<file path="config.mk">
export PLATFORM = sky130hd
export DESIGN_NAME = if_stage
export DESIGN_NICKNAME = d
export VERILOG_FILES = /design/src/rtl/if_stage.sv
export SDC_FILE = /design/constraint.sdc
export NUM_CORES = 1
export LEC_CHECK = 0
export BUFFER_PORTS_ARGS = -buffer_cell sky130_fd_sc_hd__buf_2
export CAP_MARGIN = 0
export CORE_MARGIN = 5
export CORE_UTILIZATION = 25
export CTS_CLUSTER_DIAMETER = 80
export DETAILED_ROUTE_END_ITERATION = 10
export PLACE_DENSITY = 0.4
export SLEW_MARGIN = 15
export SYNTH_ARGS = -nofsm -noshare
export SYNTH_HDL_FRONTEND = slang
export SYNTH_SLANG_ARGS = --single-unit
export TNS_END_PERCENT = 20
</file>
<file path="constraint.sdc">
create_clock -name clk -period 2.1 [get_ports clk]
set_input_delay 0.21 -clock clk [delete_from_list [all_inputs] [get_ports clk]]
set_output_delay 0.21 -clock clk [all_outputs]
set_load 0.005 [all_outputs]
</file>
<file path="src/rtl/if_stage.sv">
// -----------------------------------------------------------------------------
// if_stage -- instruction fetch stage with an IF/ID pipeline register.
//
// Fetches one instruction word at a time from an instruction memory over a
// request/grant + rvalid handshake (at most one request outstanding), tracks
// the sequential fetch PC, accepts branch/jump redirects from the branch unit
// and presents fetched instructions to ID through the IF/ID register.
//
// Configuration macro: DELAY_SLOT_EN
//   defined   : the instruction in flight (or held) when a redirect arrives is
//               delivered normally as the branch delay slot.
//   undefined : that instruction is squashed; the next valid instruction comes
//               from the redirect target.
//
// Parameters
//   RESET_PC     first fetch address after reset
//
// Ports
//   clk          sole clock, rising edge
//   rst          synchronous active-high reset
//   redir_valid  redirect request from the branch unit
//   redir_pc     redirect target (low 2 bits ignored)
//   stall        ID back-pressure; IF/ID held while 1, no new request issued
//   imem_req     fetch request valid (registered)
//   imem_addr    word-aligned fetch address (registered)
//   imem_gnt     memory accepted the request
//   imem_rvalid  read data valid
//   imem_rdata   instruction word
//   if_valid     IF/ID register holds a valid instruction
//   if_pc        address of the instruction in IF/ID
//   if_instr     instruction word in IF/ID
// -----------------------------------------------------------------------------
module if_stage #(
    parameter logic [31:0] RESET_PC = 32'hBFC0_0000
) (
    input  logic        clk,
    input  logic        rst,
    input  logic        redir_valid,
    input  logic [31:0] redir_pc,
    input  logic        stall,
    output logic        imem_req,
    output logic [31:0] imem_addr,
    input  logic        imem_gnt,
    input  logic        imem_rvalid,
    input  logic [31:0] imem_rdata,
    output logic        if_valid,
    output logic [31:0] if_pc,
    output logic [31:0] if_instr
);

    localparam logic [31:0] WORD_MASK = 32'hFFFF_FFFC;

    typedef enum logic [1:0] {
        IDLE = 2'd0,
        REQ  = 2'd1,
        WAIT = 2'd2,
        HOLD = 2'd3
    } state_t;

    // Clear the byte-offset bits of an address.
    function automatic logic [31:0] word_align(input logic [31:0] addr);
        return addr & WORD_MASK;
    endfunction

    // Architectural state
    state_t      state_r;
    logic [31:0] fetch_pc_r;      // next sequential fetch address
    logic        pend_valid_r;    // a redirect is waiting for the next request
    logic [31:0] pend_pc_r;
    logic [31:0] req_pc_r;        // address of the granted, outstanding request
    logic [31:0] hold_pc_r;       // response captured while ID was stalled
    logic [31:0] hold_instr_r;
    logic        squash_r;        // outstanding response must be dropped

    // Registered outputs
    logic        imem_req_r;
    logic [31:0] imem_addr_r;
    logic        if_valid_r;
    logic [31:0] if_pc_r;
    logic [31:0] if_instr_r;

    // Next-state decode
    state_t      state_n_s;
    logic        squash_n_s;
    logic        want_req_s;      // FSM is in (or entering) REQ with nothing presented
    logic        issue_s;         // a new request is presented this edge
    logic        grant_s;         // presented request accepted this edge
    logic        capture_s;       // response goes into the hold buffer
    logic        deliver_s;       // IF/ID gets a new instruction this edge
    logic [31:0] deliver_pc_s;
    logic [31:0] deliver_instr_s;
    logic        redir_kill_s;    // a redirect this cycle squashes the in-flight word
    logic        kill_s;
    logic [31:0] redir_addr_s;
    logic        pend_any_s;
    logic [31:0] pend_addr_s;
    logic [31:0] issue_addr_s;

    assign imem_req  = imem_req_r;
    assign imem_addr = imem_addr_r;
    assign if_valid  = if_valid_r;
    assign if_pc     = if_pc_r;
    assign if_instr  = if_instr_r;

`ifdef DELAY_SLOT_EN
    assign redir_kill_s = 1'b0;
`else
    assign redir_kill_s = redir_valid;
`endif

    // Redirect merge: a redirect arriving in the same cycle as an issue is
    // used directly, so the newest redirect always wins.
    assign redir_addr_s = word_align(redir_pc);
    assign pend_any_s   = pend_valid_r | redir_valid;
    assign pend_addr_s  = redir_valid ? redir_addr_s : pend_pc_r;
    assign issue_addr_s = pend_any_s ? pend_addr_s : word_align(fetch_pc_r);
    assign kill_s       = squash_r | redir_kill_s;

    // FSM next-state and datapath control decode.
    always_comb begin
        state_n_s       = state_r;
        squash_n_s      = squash_r;
        want_req_s      = 1'b0;
        grant_s         = 1'b0;
        capture_s       = 1'b0;
        deliver_s       = 1'b0;
        deliver_pc_s    = 32'h0000_0000;
        deliver_instr_s = 32'h0000_0000;

        case (state_r)
            IDLE: begin
                state_n_s  = REQ;
                want_req_s = 1'b1;
            end

            REQ: begin
                if (imem_req_r) begin
                    // A presented request is held stable until granted, even
                    // if ID stalls; a redirect now marks its word for squash.
                    squash_n_s = squash_r | redir_kill_s;
                    if (imem_gnt) begin
                        grant_s   = 1'b1;
                        state_n_s = WAIT;
                    end else begin
                        state_n_s = REQ;
                    end
                end else begin
                    want_req_s = 1'b1;
                end
            end

            WAIT: begin
                if (imem_rvalid) begin
                    if (kill_s) begin
                        squash_n_s = 1'b0;
                        state_n_s  = REQ;
                        want_req_s = 1'b1;
                    end else if (!stall) begin
                        deliver_s       = 1'b1;
                        deliver_pc_s    = req_pc_r;
                        deliver_instr_s = imem_rdata;
                        state_n_s       = REQ;
                        want_req_s      = 1'b1;
                    end else begin
                        capture_s = 1'b1;
                        state_n_s = HOLD;
                    end
                end else begin
                    squash_n_s = squash_r | redir_kill_s;
                end
            end

            HOLD: begin
                if (kill_s) begin
                    // Held word is dropped; IF/ID is untouched so a stalled
                    // ID still sees its current instruction.
                    squash_n_s = 1'b0;
                    state_n_s  = REQ;
                    want_req_s = 1'b1;
                end else if (!stall) begin
                    deliver_s       = 1'b1;
                    deliver_pc_s    = hold_pc_r;
                    deliver_instr_s = hold_instr_r;
                    state_n_s       = REQ;
                    want_req_s      = 1'b1;
                end else begin
                    state_n_s = HOLD;
                end
            end

            default: begin
                state_n_s  = IDLE;
                squash_n_s = 1'b0;
            end
        endcase

        issue_s = want_req_s & ~stall;
    end

    // State, pending redirect, hold buffer and registered outputs.
    always_ff @(posedge clk) begin
        if (rst) begin
            state_r      <= IDLE;
            fetch_pc_r   <= word_align(RESET_PC);
            pend_valid_r <= 1'b0;
            pend_pc_r    <= 32'h0000_0000;
            req_pc_r     <= 32'h0000_0000;
            hold_pc_r    <= 32'h0000_0000;
            hold_instr_r <= 32'h0000_0000;
            squash_r     <= 1'b0;
            imem_req_r   <= 1'b0;
            imem_addr_r  <= 32'h0000_0000;
            if_valid_r   <= 1'b0;
            if_pc_r      <= 32'h0000_0000;
            if_instr_r   <= 32'h0000_0000;
        end else begin
            state_r  <= state_n_s;
            squash_r <= squash_n_s;

            if (issue_s) begin
                imem_req_r  <= 1'b1;
                imem_addr_r <= issue_addr_s;
            end else if (grant_s) begin
                imem_req_r  <= 1'b0;
            end

            // Issuing consumes the pending redirect (including one arriving
            // this very cycle); otherwise the newest redirect is recorded.
            if (issue_s) begin
                pend_valid_r <= 1'b0;
            end else if (redir_valid) begin
                pend_valid_r <= 1'b1;
                pend_pc_r    <= redir_addr_s;
            end

            // Sequential PC follows the granted address, wrapping mod 2^32.
            if (grant_s) begin
                req_pc_r   <= imem_addr_r;
                fetch_pc_r <= imem_addr_r + 32'd4;
            end

            if (capture_s) begin
                hold_pc_r    <= req_pc_r;
                hold_instr_r <= imem_rdata;
            end

            if (deliver_s) begin
                if_valid_r <= 1'b1;
                if_pc_r    <= deliver_pc_s;
                if_instr_r <= deliver_instr_s;
            end else if (!stall) begin
                if_valid_r <= 1'b0;
            end
        end
    end

endmodule

</file>
==> metrics.yaml <==
stdcell_count: 2077
grt-ovfl-total: 0
hp-class: "input port to flop"
arrival_ns: 2.38
clock-root-buffer: "clkbuf_16"
setup_tns_ns: 0
die-area_um2: 46500
place_congestion: 0.758
dr.pass1.iters: 4
portBuffers: 165
rows: 75
antenna_left: 0
startpoint_type: "flop"
ios: 168
seq_power_share_pct: 43.7
n_fill_cell: 4481
postCtsSetupRepairBufs: 0
relSlewSlack_pct: 60.8
hold_slack_ns: 0.0841
rr_startpoint: "imem_addr[8]"
tightest_slew_ns: 0.588
grtUsageMet2_pct: 24.4
grt_use_total_pct: 15.4
synth.net_count: 1382
clock_skew_ns: 0.00985
grt_use_met3_pct: 2.73
synthDominantCellAreaShare_pct: 49.2
rsz0062_at_grt: "no"
cp_cell_sequence: "nand4_1 > or4_1 > or3_1 > a311oi_1"
pwr-share-comb_pct: 8.0
cp.required_ns: 2.54
finalSetupViolations: 0
area_delta_synth_final_pct: 32.8
drt_wl_total_mm: 37.0
cts_buffers: 34
cts_htree_levels: 2
clk_path_buf_depth: 3
period_minus_slack_ns: 1.95
pwr-share-clk_pct: 48.3
criticalPathCategory: "flop to flop"
ys_seq_elements: 260
r2r_slack_ns: 0.15
crit_fanout: 4
syn_inst: 1311
synth_cell_types: 41
whs_endpoint: "if_valid"
synth_area_leaders: "dfxtp_1 49%, nand2_1 11%, a21oi_1 7.7%, a221oi_1 5.3%, nor3_1 4.4%"
reg2reg_depth: 4
insertion_delay_ns: 0.53
maxSlewViolCount: 0
grt_pass1_wl_mm: 57.8
synth.avg_cell_area_um2: 8.06
num_antenna_cells: 0
drcViolationCount: 0
min_path_cells: 3
dp_hpwl_mm: 23.7
ys_seq_area_share_pct: 49.2
initial_core_util_pct: 25.3
crit_path_top_delay_cell: "or4_1"
status: "finished clean"
hold_start: "stall"
yosys.area.top_type: "dfxtp_1"
maxCapViolCount: 0
p_int_mw: 8.91
die_h_um: 216
post-route-period-util_pct: 92.7
dpl.cell_count: 1959
drive_above_1_share_pct: 19.2
switchingPower_mw: 2.84
drt_iter0_drc: 586
p_sw_share_pct: 24.2
yosys_warnings: 0
core_area_um2: 41900
cts.sinks: 260
vias: 9984
max_stage_delay_ns: 0.65
grtUsageMet1_pct: 21.4
fp.dieW_um: 216
cts_tree: "done"
r2r-end: "fetch_pc_r[21]"
nets: 1590
ir_drop_uv: 459
path_clk_slew_ns: 0.06
busiest_layer: "met2"
mostFrequentLayoutCell: "nand2_1"
mostFrequentLayoutCells: "323 x nand2_1, 259 x dfxtp_1, 164 x buf_2, 163 x a21oi_1, 94 x nor2_1"
grt_max_degree: 79
worst_slack_ns: 0.152
netlist_area_um2: 10600
avgRoutedWirePerCell_um: 17.8
powerDensity_nw_per_um2: 838
viasPerCell: 4.81
fmax_ghz: 0.513
place_ws_ns: 0.0839
end_kind: "flop"
leakage_nw: 5.16
hold_viol_final: 0
grt_pass1_vias: 9654
antenna_found_initial: 1
-- cells in the mapped netlist (all sizes together) --
master / number
nand3: 14
mux2i: 30
and4: 4
xnor2: 7
o21ai: 3
a311oi: 9
o31a: 3
nor4bb: 1
xor2: 7
nor3b: 6
ha: 1
or4: 3
clkbuf: 104
or2: 1
and4b: 1
and3b: 2
nor3: 92
nor2: 94
nand4: 12
a21o: 1
nor4: 9
a21oi: 163
nand3b: 5
inv: 4
a2111oi: 4
o211ai: 30
nand2: 323
buf: 21
nand4bb: 1
a221oi: 64
nand4b: 2
and2: 1
and3: 2
o41ai: 1
or3: 6
o31ai: 2
a211oi: 18
dfxtp: 260
-- flip-flops by register name, summed over array words and instances, names as in the netlist --
name	cells
if_pc	32
pend_valid_r	1
if_instr	32
hold_pc_r	32
req_pc_r	30
squash_r	1
hold_instr_r	32
imem_addr	32
state_r	2
if_valid	1
imem_req	1
fetch_pc_r	32
pend_pc_r	32
-- through the flow --
stage | total power, mW | area [um^2] | util, %
floorplan | 5.69 | 10600 | -
global placement | 6.10 | 12300 | 29.4
detailed placement | 6.11 | 12300 | 29.4
CTS | 12.0 | 14000 | 33.5
global route | 12.3 | 14000 | 33.5
finish | 11.8 | 14000 | 33.5
-- power by group through the flow --
stage          Clock, mW  Combinational (mW)  Sequential [mW]
6_report            5.68               0.939             5.14
5_1_grt             6.07                1.04             5.16
4_1_cts             5.87               0.953             5.14
3_5_place_dp           0               0.859             5.25
3_3_place_gp           0               0.856             5.25
2_1_floorplan          0               0.443             5.24
-- cell families after synthesis --
kind of cell / after synthesis / synth area share, %
AO/OA/AOI/OAI: 298 / 18.2
XOR/XNOR: 14 / 1.16
adder cells (fa/ha/maj): 1 / 0.118
buffers and inverters: 129 / 4.68
flip-flops: 260 / 49.2
multiplexers: 30 / 2.84
AND/OR/NAND/NOR: 579 / 23.8
-- routing by layer --
layer / share of wire [%] / wire length [um] / vias to the layer above
li1: - / - / 5024
met1: 48 / 17800 / 4717
met2: 45 / 16800 / 193
met3: 4.1 / 1520 / 48
met4: 2.3 / 843 / 2
met5: 0.019 / 7 / -
-- area by class of cell --
class	count	area [um^2]	share of cell area, %
Tap cell	539	674	4.81
Multi-Input combinational cell	922	4930	35.2
Clock buffer	52	1060	7.57
Timing Repair Buffer	297	2120	15.1
Sequential cell	260	5210	37.1
Inverter	4	15.0	0.107
Clock inverter	3	21.3	0.152
-- worst max path at each step --
stage,endpoint,start,slack (ns),depth (start not counted)
after floorplan,fetch_pc_r[20],imem_addr[2],0.16,6
after global placement,fetch_pc_r[29],imem_addr[9],0.1,4
after detailed placement,fetch_pc_r[29],imem_addr[8],0.08,4
after CTS,fetch_pc_r[29],imem_addr[8],0.07,4
after global routing,fetch_pc_r[21],imem_addr[8],0.008,4
final,fetch_pc_r[21],imem_addr[8],0.15,4
-- timing repair --
action                                  CTS  global route
resized for setup                         0             1
hold buffers                             63             0
hold endpoints to repair                110             0
endpoints found under the setup margin    0             1
-- critical path, delay by kind of cell, from the launching register on --
family             cells  cell delay [ns]
DFF                    1             0.33
AOI/OAI and AO/OA      1             0.25
and+or+nand+nor        3             1.29
No activity file was read; power rests on OpenSTA's default activity.
